<file path="config.mk">
export PLATFORM = sky130hd
export DESIGN_NAME = serial_adder
export DESIGN_NICKNAME = d
export VERILOG_FILES = /design/src/rtl/serial_adder.sv
export SDC_FILE = /design/constraint.sdc
export NUM_CORES = 1
export LEC_CHECK = 0
export CORE_MARGIN = 8
export CORE_UTILIZATION = 33
export CTS_BUF_LIST = sky130_fd_sc_hd__clkbuf_4
export CTS_CLUSTER_DIAMETER = 150
export DETAILED_ROUTE_END_ITERATION = 10
export GPL_TIMING_DRIVEN = 0
export PLACE_DENSITY = 0.56
export SLEW_MARGIN = 20
export SYNTH_ARGS = -nofsm -noshare
export SYNTH_HDL_FRONTEND = slang
export SYNTH_SLANG_ARGS = --single-unit
</file>
<file path="constraint.sdc">
create_clock -name clk -period 3.4 [get_ports clk]
set_input_delay 0.51 -clock clk [delete_from_list [all_inputs] [get_ports clk]]
set_output_delay 0.51 -clock clk [all_outputs]
set_load 0.01 [all_outputs]
</file>
<file path="src/rtl/serial_adder.sv">
// Bit-serial adder/subtractor: one full-adder slice plus a carry flop, one operand
// bit per clock LSB first, under a start/done handshake.
module serial_adder #(
    parameter int WIDTH = 8
) (
    input  logic             clk,
    input  logic             rst,
    input  logic             start,
    input  logic             sub,
    input  logic             cin,
    input  logic [WIDTH-1:0] a,
    input  logic [WIDTH-1:0] b,
    output logic             busy,
    output logic             done,
    output logic [WIDTH-1:0] sum,
    output logic             cout
);

    localparam int CNT_W = (WIDTH > 1) ? $clog2(WIDTH) : 1;
    localparam logic [CNT_W-1:0] LAST = CNT_W'(WIDTH - 1);

    typedef enum logic [1:0] {IDLE, RUN, DONE} state_t;

    state_t           state, state_next;
    logic [WIDTH-1:0] a_sr, b_sr, res_sr, res_next;
    logic [WIDTH:0]   res_ext;
    logic [CNT_W-1:0] cnt;
    logic             carry, bit_s, last;

    function automatic logic majority(input logic x, input logic y, input logic z);
        return (x & y) | (x & z) | (y & z);
    endfunction

    always_ff @(posedge clk) begin
        if (rst) state <= IDLE;
        else     state <= state_next;
    end

    always_comb begin
        state_next = state;
        case (state)
            IDLE:    if (start) state_next = RUN;
            RUN:     if (last)  state_next = DONE;
            DONE:    state_next = IDLE;
            default: state_next = IDLE;
        endcase
    end

    always_comb begin
        busy = (state == RUN);
        done = (state == DONE);
    end

    // The widened concatenation keeps the result shift legal when WIDTH is 1.
    always_comb begin
        bit_s    = a_sr[0] ^ b_sr[0] ^ carry;
        res_ext  = {bit_s, res_sr};
        res_next = res_ext[WIDTH:1];
        last     = (cnt == LAST);
    end

    always_ff @(posedge clk) begin
        if (rst) begin
            a_sr   <= '0;
            b_sr   <= '0;
            res_sr <= '0;
            carry  <= 1'b0;
            cnt    <= '0;
            sum    <= '0;
            cout   <= 1'b0;
        end else begin
            case (state)
                IDLE: begin
                    if (start) begin
                        // Subtraction is a + ~b + 1, so the carry seeds to 1 and cin is dropped.
                        a_sr  <= a;
                        b_sr  <= sub ? ~b : b;
                        carry <= sub ? 1'b1 : cin;
                        cnt   <= '0;
                    end
                end
                RUN: begin
                    a_sr   <= a_sr >> 1;
                    b_sr   <= b_sr >> 1;
                    res_sr <= res_next;
                    carry  <= majority(a_sr[0], b_sr[0], carry);
                    cnt    <= cnt + CNT_W'(1);
                    if (last) begin
                        sum  <= res_next;
                        cout <= majority(a_sr[0], b_sr[0], carry);
                    end
                end
                default: ;
            endcase
        end
    end

endmodule

</file>
==> impl_summary.md, run 1 <==
Status
The run finished with clean final reports.

Clocking
The cts-stage hold buffer count is 0. CTS saw 38 sinks. The buffer levels on the longest clock path is 2. Buffers inserted during clock tree synthesis total 5. The number of resized instances in the post-cts repair step is 0. The CTS tree is yes.

For the worst-skew pair, the clock arrives at the later sink with an insertion delay of 350 ps. The number of setup buffers added after CTS is 0. The root buffer cell chosen for the clock tree is clkbuf_4. CTS built an H-tree with a depth of 2. The clock slew seen by the registers of the worst setup and hold paths is 120 ps.

Setup path
The first element of the critical path is state[1]. The critical path goes through buf_2 -> buf_2 -> nor2b_1 -> clkdlybuf4s50_1. The sort of element at the start of the critical path is a flip-flop.

The count of cells along the worst register-to-register path is 5. The worst setup path is captured at an output port. The slowest stage of the critical path belongs to the cell clkdlybuf4s50_1. The end of the worst register-to-register path is state[0].

The critical path required time is 2890 ps. The cell family with the largest share of critical-path delay is buffers and inverters. The data arrival time at the worst-slack endpoint is 1990 ps. For this run, the slowest stage of the critical path takes 540 ps. The launch instance of the worst register-to-register path is cnt[0]. The capturing element of the worst setup path is done. The critical path depth is 4. In this run the worst path has a maximum fanout of 10. In this run the register-to-register setup slack is 1900 ps. The cell repeated most along the worst path is buf_2. The type of the worst setup path is reg -> out. Counting both buffers and inverters, the worst setup path holds a total of 3.

Route
The initial detailed-routing violation count is 64. The first detailed-routing pass took 4 iterations. Using the TritonRoute via totals, the vias-per-cell ratio works out to 4.84. For this block, the via count after detailed routing is 1480. For this block, wires on met1 add up to 1970 um.

The uppermost layer routed is met4. For this run, design rule violations remaining after detail routing come to 0. Wire segments on met3 add up to 204 um in the final route. After detailed routing, the met2 layer carries 1690 um of wire. After detailed routing, the average wire length per cell comes to 12.8 um.

After detailed routing, the total wire length is 3910 um. The count of nets left with antenna violations once routing finished came out at 0.

Synthesis
The flip-flop cell with the highest count after synthesis is dfxtp_1. Counting flops with an async set or reset pin after synthesis yields a share of 0%. Yosys mapped a number of flops with a built-in enable equal to 0.

The number of synthesis warnings is 0. In this run, synthesis produced a sequential element count of 38. The net count after synthesis is 223. Yosys attributes the largest share of cell area to dfxtp_1, a21oi_1, nand2_1. The count of mapped cells out of synthesis is 199. The area share of the largest cell type after synthesis is 44.3%.

The share of the yosys chip area belonging to registers is 44.3%. The post-synthesis instance area is 0.00172 mm2. A synthesized cell averages 8.63 um2. The largest area contributor in the netlist is dfxtp_1. The number of unique standard cell types used by synthesis is 32.

Power and ir drop
The switching power is 225 uW. The internal portion of the total power is 614 uW. Total power for the finished layout comes to 840 uW.

Net switching is 26.8% of the power. Of the total power, registers draw 57.2%. The maximum ir drop on the vdd rail is 0.156 mV.

The static leakage is 0.772 nW. Power spread over the standard cell area amounts to 391 mW/mm2. The clock network power share is 27.9%.

The combinational power share is 14.9%.

STA
Summed over all failing endpoints, the final setup total negative slack is 0 ps. Dividing the final minimum period by the clock period gives 73.5%. Counting I/O delays and the setup requirement, the final critical path takes 2500 ps.

Setup repair after global routing left no endpoint under its margin. Derived from the worst setup path, the maximum achievable clock frequency is 0.400 GHz. The count of pins over their slew limit is 0.

The final count of hold timing violations came to 0. The worst-case clock skew is 17.1 ps. The relative slew slack is 58.4%. The count of endpoints failing setup in the final report is 0. At the pin with the least slew margin, the transition time is 623 ps.

Place
The count of input and output buffers is 29. The last weighted congestion value of the routability-driven placer is 0.732. The HPWL after detailed placement is 2720 um.

Min path
The startpoint of the tightest hold check path is sum[0]. The path type of the worst min-delay path is reg -> reg.

GRT
The initial antenna violation count is 0. The via count of the first global-routing pass was 1468. The wire length of the first global-routing pass is 6760 um.

The global-route usage over all layers is 11.1%. The largest net degree at the start of global routing is 12. The remaining global-route overflow is 0.

Floorplanning
The die width is 88.2 um. The chip height is 88.2 um. The die covers 0.00777 mm2. The number of rows created at floorplan is 26. Once the floorplan was initialized, standard cells occupied 33.9% of the core. The region available for standard cell placement spans 0.00507 mm2. Pin placement for this block handled 32 I/O pins.

Cells and area
The number of antenna diodes in the final layout is 0. The post-synthesis to final-layout area growth is 25.1%. In the final design database the tool counted 259 nets.

The filler cells instantiated in the layout total 567. The proportion of layout cells with a drive suffix above 1 is 12.3%.

Flow run
Max-cap violations in this run came to 0.
worst min-delay path, delay by kind of cell (launching register included):
family	cells	cell delay [ps]
AO/OA/AOI/OAI	1	50
flip-flops	1	330
AND/OR/NAND/NOR	1	50
layout by cell type (no fill, tap or decap), drive strengths merged, types with 2 or more instances in the layout:
master and count:
ha 2, dfxtp 38, clkinv 2, inv 9, a22oi 10, nor2b 2
nor3 2, clkdlybuf4s50 29, o22ai 8, nand3b 2, o221a 7, clkbuf 10
nor2 19, a21oi 30, buf 13, nand3 9, nand2 26, xnor2 7
kinds of logic (layout without fill, tap and decap cells):
family,Yosys count,count (layout),share of synthesized area [%]
AO/OA/AOI/OAI,59,59,24.9
adder cells (fa/ha/maj),3,3,2.62
XOR/XNOR,8,8,4.08
flip-flops,38,38,44.3
buffers and inverters,26,63,7.14
AND/OR/NAND/NOR,63,63,15.7
multiplexers,2,2,1.24
worst min-delay path by stage:
stage | endpoint | depth (start not counted) | slack, ps
final | sum[0] | 2 | 460
after floorplan | res_sr[1] | 2 | 440
after global routing | sum[0] | 2 | 490
after detailed placement | sum[3] | 2 | 450
after CTS | sum[3] | 2 | 460
after global placement | sum[4] | 2 | 440
state kept, by name, summed over array words and instances (netlist names):
signal / count
b_sr: 8
cnt: 3
cout: 1
carry: 1
a_sr: 8
res_sr: 7
state: 2
sum: 8
final cells by class:
class	count	area [um2]	share of cell area (%)
buffer	17	86.3	4.02
inverter	9	36.3	1.69
multi-input combinational	135	835	38.8
tap	70	87.6	4.07
timing repair buffer	29	290	13.5
clock inverter	2	8.76	0.407
sequential	38	761	35.4
clock buffer	6	45.0	2.10
through the flow:
step                utilization [%]  hold slack, ps  setup slack, ps  std cells  area, um2
finish                         42.4             459              900        306       2150
floorplan                         -             437             1940        199       1720
global route                   42.4             487              781        306       2150
detailed placement             41.3             447             1280        298       2100
CTS                            42.4             463              891        306       2150
global placement               41.3             442             1260        298       2100
synth_stat cells (2+ instances only):
master,number
a21oi_1,30
a22oi_1,10
buf_2,9
buf_4,3
clkbuf_1,4
dfxtp_1,38
ha_1,2
inv_1,7
nand2_1,26
nand3_1,9
nand3b_1,2
nor2_1,19
nor2b_1,2
nor3_1,2
o221a_1,7
o22ai_2,7
xnor2_1,7
metal layers:
layer  vias to the layer above  GRT usage (%)
met5                         -              0
met4                         0           4.61
met3                         5           3.56
met2                        32           17.2
met1                       676           13.8
li1                        767              -
power groups by stage:
stage	sequential (mW)	clock (mW)	combinational [mW]
final	0.480	0.234	0.125
after global routing	0.483	0.263	0.140
after CTS	0.480	0.244	0.127
after detailed placement	0.490	0	0.126
after global placement	0.490	0	0.125
after floorplan	0.486	0	0.0841
Power figures use the tool's default switching activity.
==> run 2, diff against run 1 <==
clock period = 2.58 ns   (was 3.4 ns; I/O delays follow)
==> results of run 2 <==
The final DEF is identical to that of run 1. Status: finished, final reports clean.
Among the figures that moved: setup slack after placement 1280 ps -> 580 ps; setup slack after layout 900 ps -> 203 ps; register-to-register setup slack 1900 ps -> 1080 ps; total power 0.840 mW -> 1.11 mW; worst IR drop on VDD 0.156 mV -> 0.206 mV
==> run 3, diff against run 2 <==
clock period = 2.47 ns   (was 2.58 ns; I/O delays follow)
==> run 3 against run 2 <==
  * Clock power increased by 4%
  * Die area did not move
  * Sequential share of layout area hardly changed
  * First-iteration DRC count shrank 6.3%
  * Final cell count is the same
  * Routed wire length hardly changed
  * Clock skew about the same
  * Combinational power rose by 5%
  * Clock-buffer cell count did not move
  * Largest power group unchanged
  * Non-clock buffer count stayed put
==> impl_summary.md, run 3 (synthesized netlist as in run 1, its figures left out) <==
GRT
The initial antenna violation count was 0 (unchanged). The remaining global-route overflow was 0 (unchanged). The via count of the first global-routing pass is 1468 (unchanged).

The global-route usage over all layers is 11.1% (unchanged). The wire length of the first global-routing pass is 6760 um (unchanged). The largest net degree at the start of global routing is 12 (unchanged).

Floorplanning
The number of top-level pins is 32 (unchanged). The chip height is 88.2 um (unchanged). The number of rows created at floorplan was 26 (unchanged). The die width is 88.2 um (unchanged). The area of the die is 0.00777 mm2 (unchanged). The core region area came to 0.00507 mm2 (unchanged). The starting density of the core came to 33.9% (unchanged).

Clocking
The number of levels in the clock H-tree is 2 (unchanged). The number of setup buffers added after CTS is 0 (unchanged). The clock insertion delay at the later pin of the skew report is 350 ps (about the same). The number of resized instances in the post-cts repair step was 0 (unchanged). The CTS tree is yes (unchanged). The clock sink count is 38 (unchanged). The cts-stage hold buffer count is 0 (unchanged).

The clock slew seen by the registers of the worst setup and hold paths is 120 ps (about the same). The number of clock buffers inserted by TritonCTS is 5 (unchanged). The library cell used as clock root buffer is clkbuf_4 (unchanged).

The buffer levels on the longest clock path is 2 (unchanged).

Place
The last weighted congestion value of the routability-driven placer is 0.732 (unchanged). The post-placement cell area is 0.00210 mm2 (unchanged). The count of input and output buffers is 29 (unchanged). The HPWL after detailed placement was 2720 um (unchanged). The pre-CTS worst setup slack is 486 ps (was 580 ps).

Route
The wire length per cell is 12.8 um (about the same). The number of search-and-repair iterations in the first detailed-routing pass came to 4 (unchanged). The detailed-route DRC error count was 0 (unchanged). The initial detailed-routing violation count is 60 (was 64). The via count was 1479 (was 1480).

The post-detailed-route via-to-cell ratio is 4.83 (was 4.84). The aggregate routed wire length is 3910 um (about the same). The number of routed nets with antenna violations is 0 (unchanged).

Cells and area
The post-synthesis to final-layout area growth is 25.3% (was 25.1%). The multi-input logic area is 835 um2 (unchanged). The most common cell after layout, fill and taps aside is dfxtp_1 (unchanged).

Largest registers ranked by flip-flop count: a_sr (8), b_sr (8), sum (8) (unchanged). The proportion of layout cells with a drive suffix above 1 is 12.3% (unchanged). The final non-filler cell area is 0.00215 mm2 (about the same).

The layout filler cell count was 567 (unchanged). The count of nets after finishing is 259 (unchanged). Commonest non-fill, non-tap cells in the layout: dfxtp_1, a21oi_1, clkdlybuf4s50_1 (unchanged). The sequential standard cell area is 761 um2 (unchanged). The number of diodes came to 0 (unchanged).

Setup path
The data arrival time at the worst-slack endpoint is 1970 ps (was 1990 ps). The sort of element at the start of the critical path was a flip-flop (unchanged). The element type at the critical path end is an output port (unchanged).

The maximum fanout along the worst path is 10 (unchanged). The critical path required time came to 2100 ps (was 2190 ps). The type of the worst setup path was reg -> out (unchanged).

STA
For this run, the top clock speed supported by timing is 0.427 GHz. The worst-case clock skew is 16.7 ps (was 17.1 ps). The smallest hold slack is 459 ps (about the same). The count of endpoints failing setup in the final report is 0 (unchanged). Counting I/O delays and the setup requirement, the final critical path takes 2340 ps.

The summed negative setup slack over all endpoints is 0 ps (unchanged). The relative slew slack is 58.4% (about the same). Setup repair after global routing missed its margin: false (unchanged). The count of pins over their slew limit is 0 (unchanged).

Of the available clock period, the critical path in the final layout requires 94.8%. The final count of hold timing violations came to 0 (unchanged). The final critical-path setup slack was 129 ps (was 203 ps). The slew at the pin closest to its max-slew limit came to 623 ps (about the same).

Power and ir drop
The maximum ir drop on the vdd rail is 0.215 mV (was 0.206 mV). The static leakage came to 0.772 nW (about the same). The ratio of total power to cell area came to 537 mW/mm2 (was 515 mW/mm2).

The total design power is 1.16 mW (was 1.11 mW).

Min path
The path type of the worst min-delay path was reg -> reg (unchanged).

Flow run
The reported max-cap violation count came to 0 (unchanged).

Status
Outcome: finished, final reports clean (unchanged).
==> run 3: final cells by class <==
class                      count  share of cell area [%]
clock buffer                   6                    2.09
tap                           70                    4.07
sequential                    38                    35.3
inverter                       9                    1.69
buffer                        17                    4.13
multi-input combinational    135                    38.8
timing repair buffer          29                    13.5
clock inverter                 2                   0.407
==> run 3: per-stage QoR <==
stage | utilization, % | cells
after floorplan | - | 199
after global placement | 41.3 | 298
after detailed placement | 41.3 | 298
after CTS | 42.4 | 306
after global routing | 42.4 | 306
final | 42.4 | 306
==> run 3: path summary, 6_finish.rpt <==
kind	startpoint	to	slack, ps	cells past startpoint
max	state[1]	done	130	4
min	sum[0]	sum[0]	460	2
max reg2reg	cnt[0]	state[0]	970	5
min reg2reg	sum[0]	sum[0]	460	2
==> run 3: worst max-delay path: stages (launching register included) <==
cell,delay (ps)
dfxtp_1,440
clkbuf_4,250
buf_2,240
nor2b_1,150
clkdlybuf4s50_1,540
==> run 3: layer usage <==
layer | vias up | routed length [um] | GRT usage, %
met3 | 5 | 201 | 3.56
met2 | 33 | 1670 | 17.2
met5 | - | 0 | 0
li1 | 767 | - | -
met4 | 0 | 50 | 4.61
met1 | 674 | 1990 | 13.8
==> run 3: power by group <==
part           total (mW)  switching (mW)  internal (mW)
registers           0.661          0.0205          0.640
clock network       0.322           0.204          0.118
logic               0.173          0.0855         0.0870
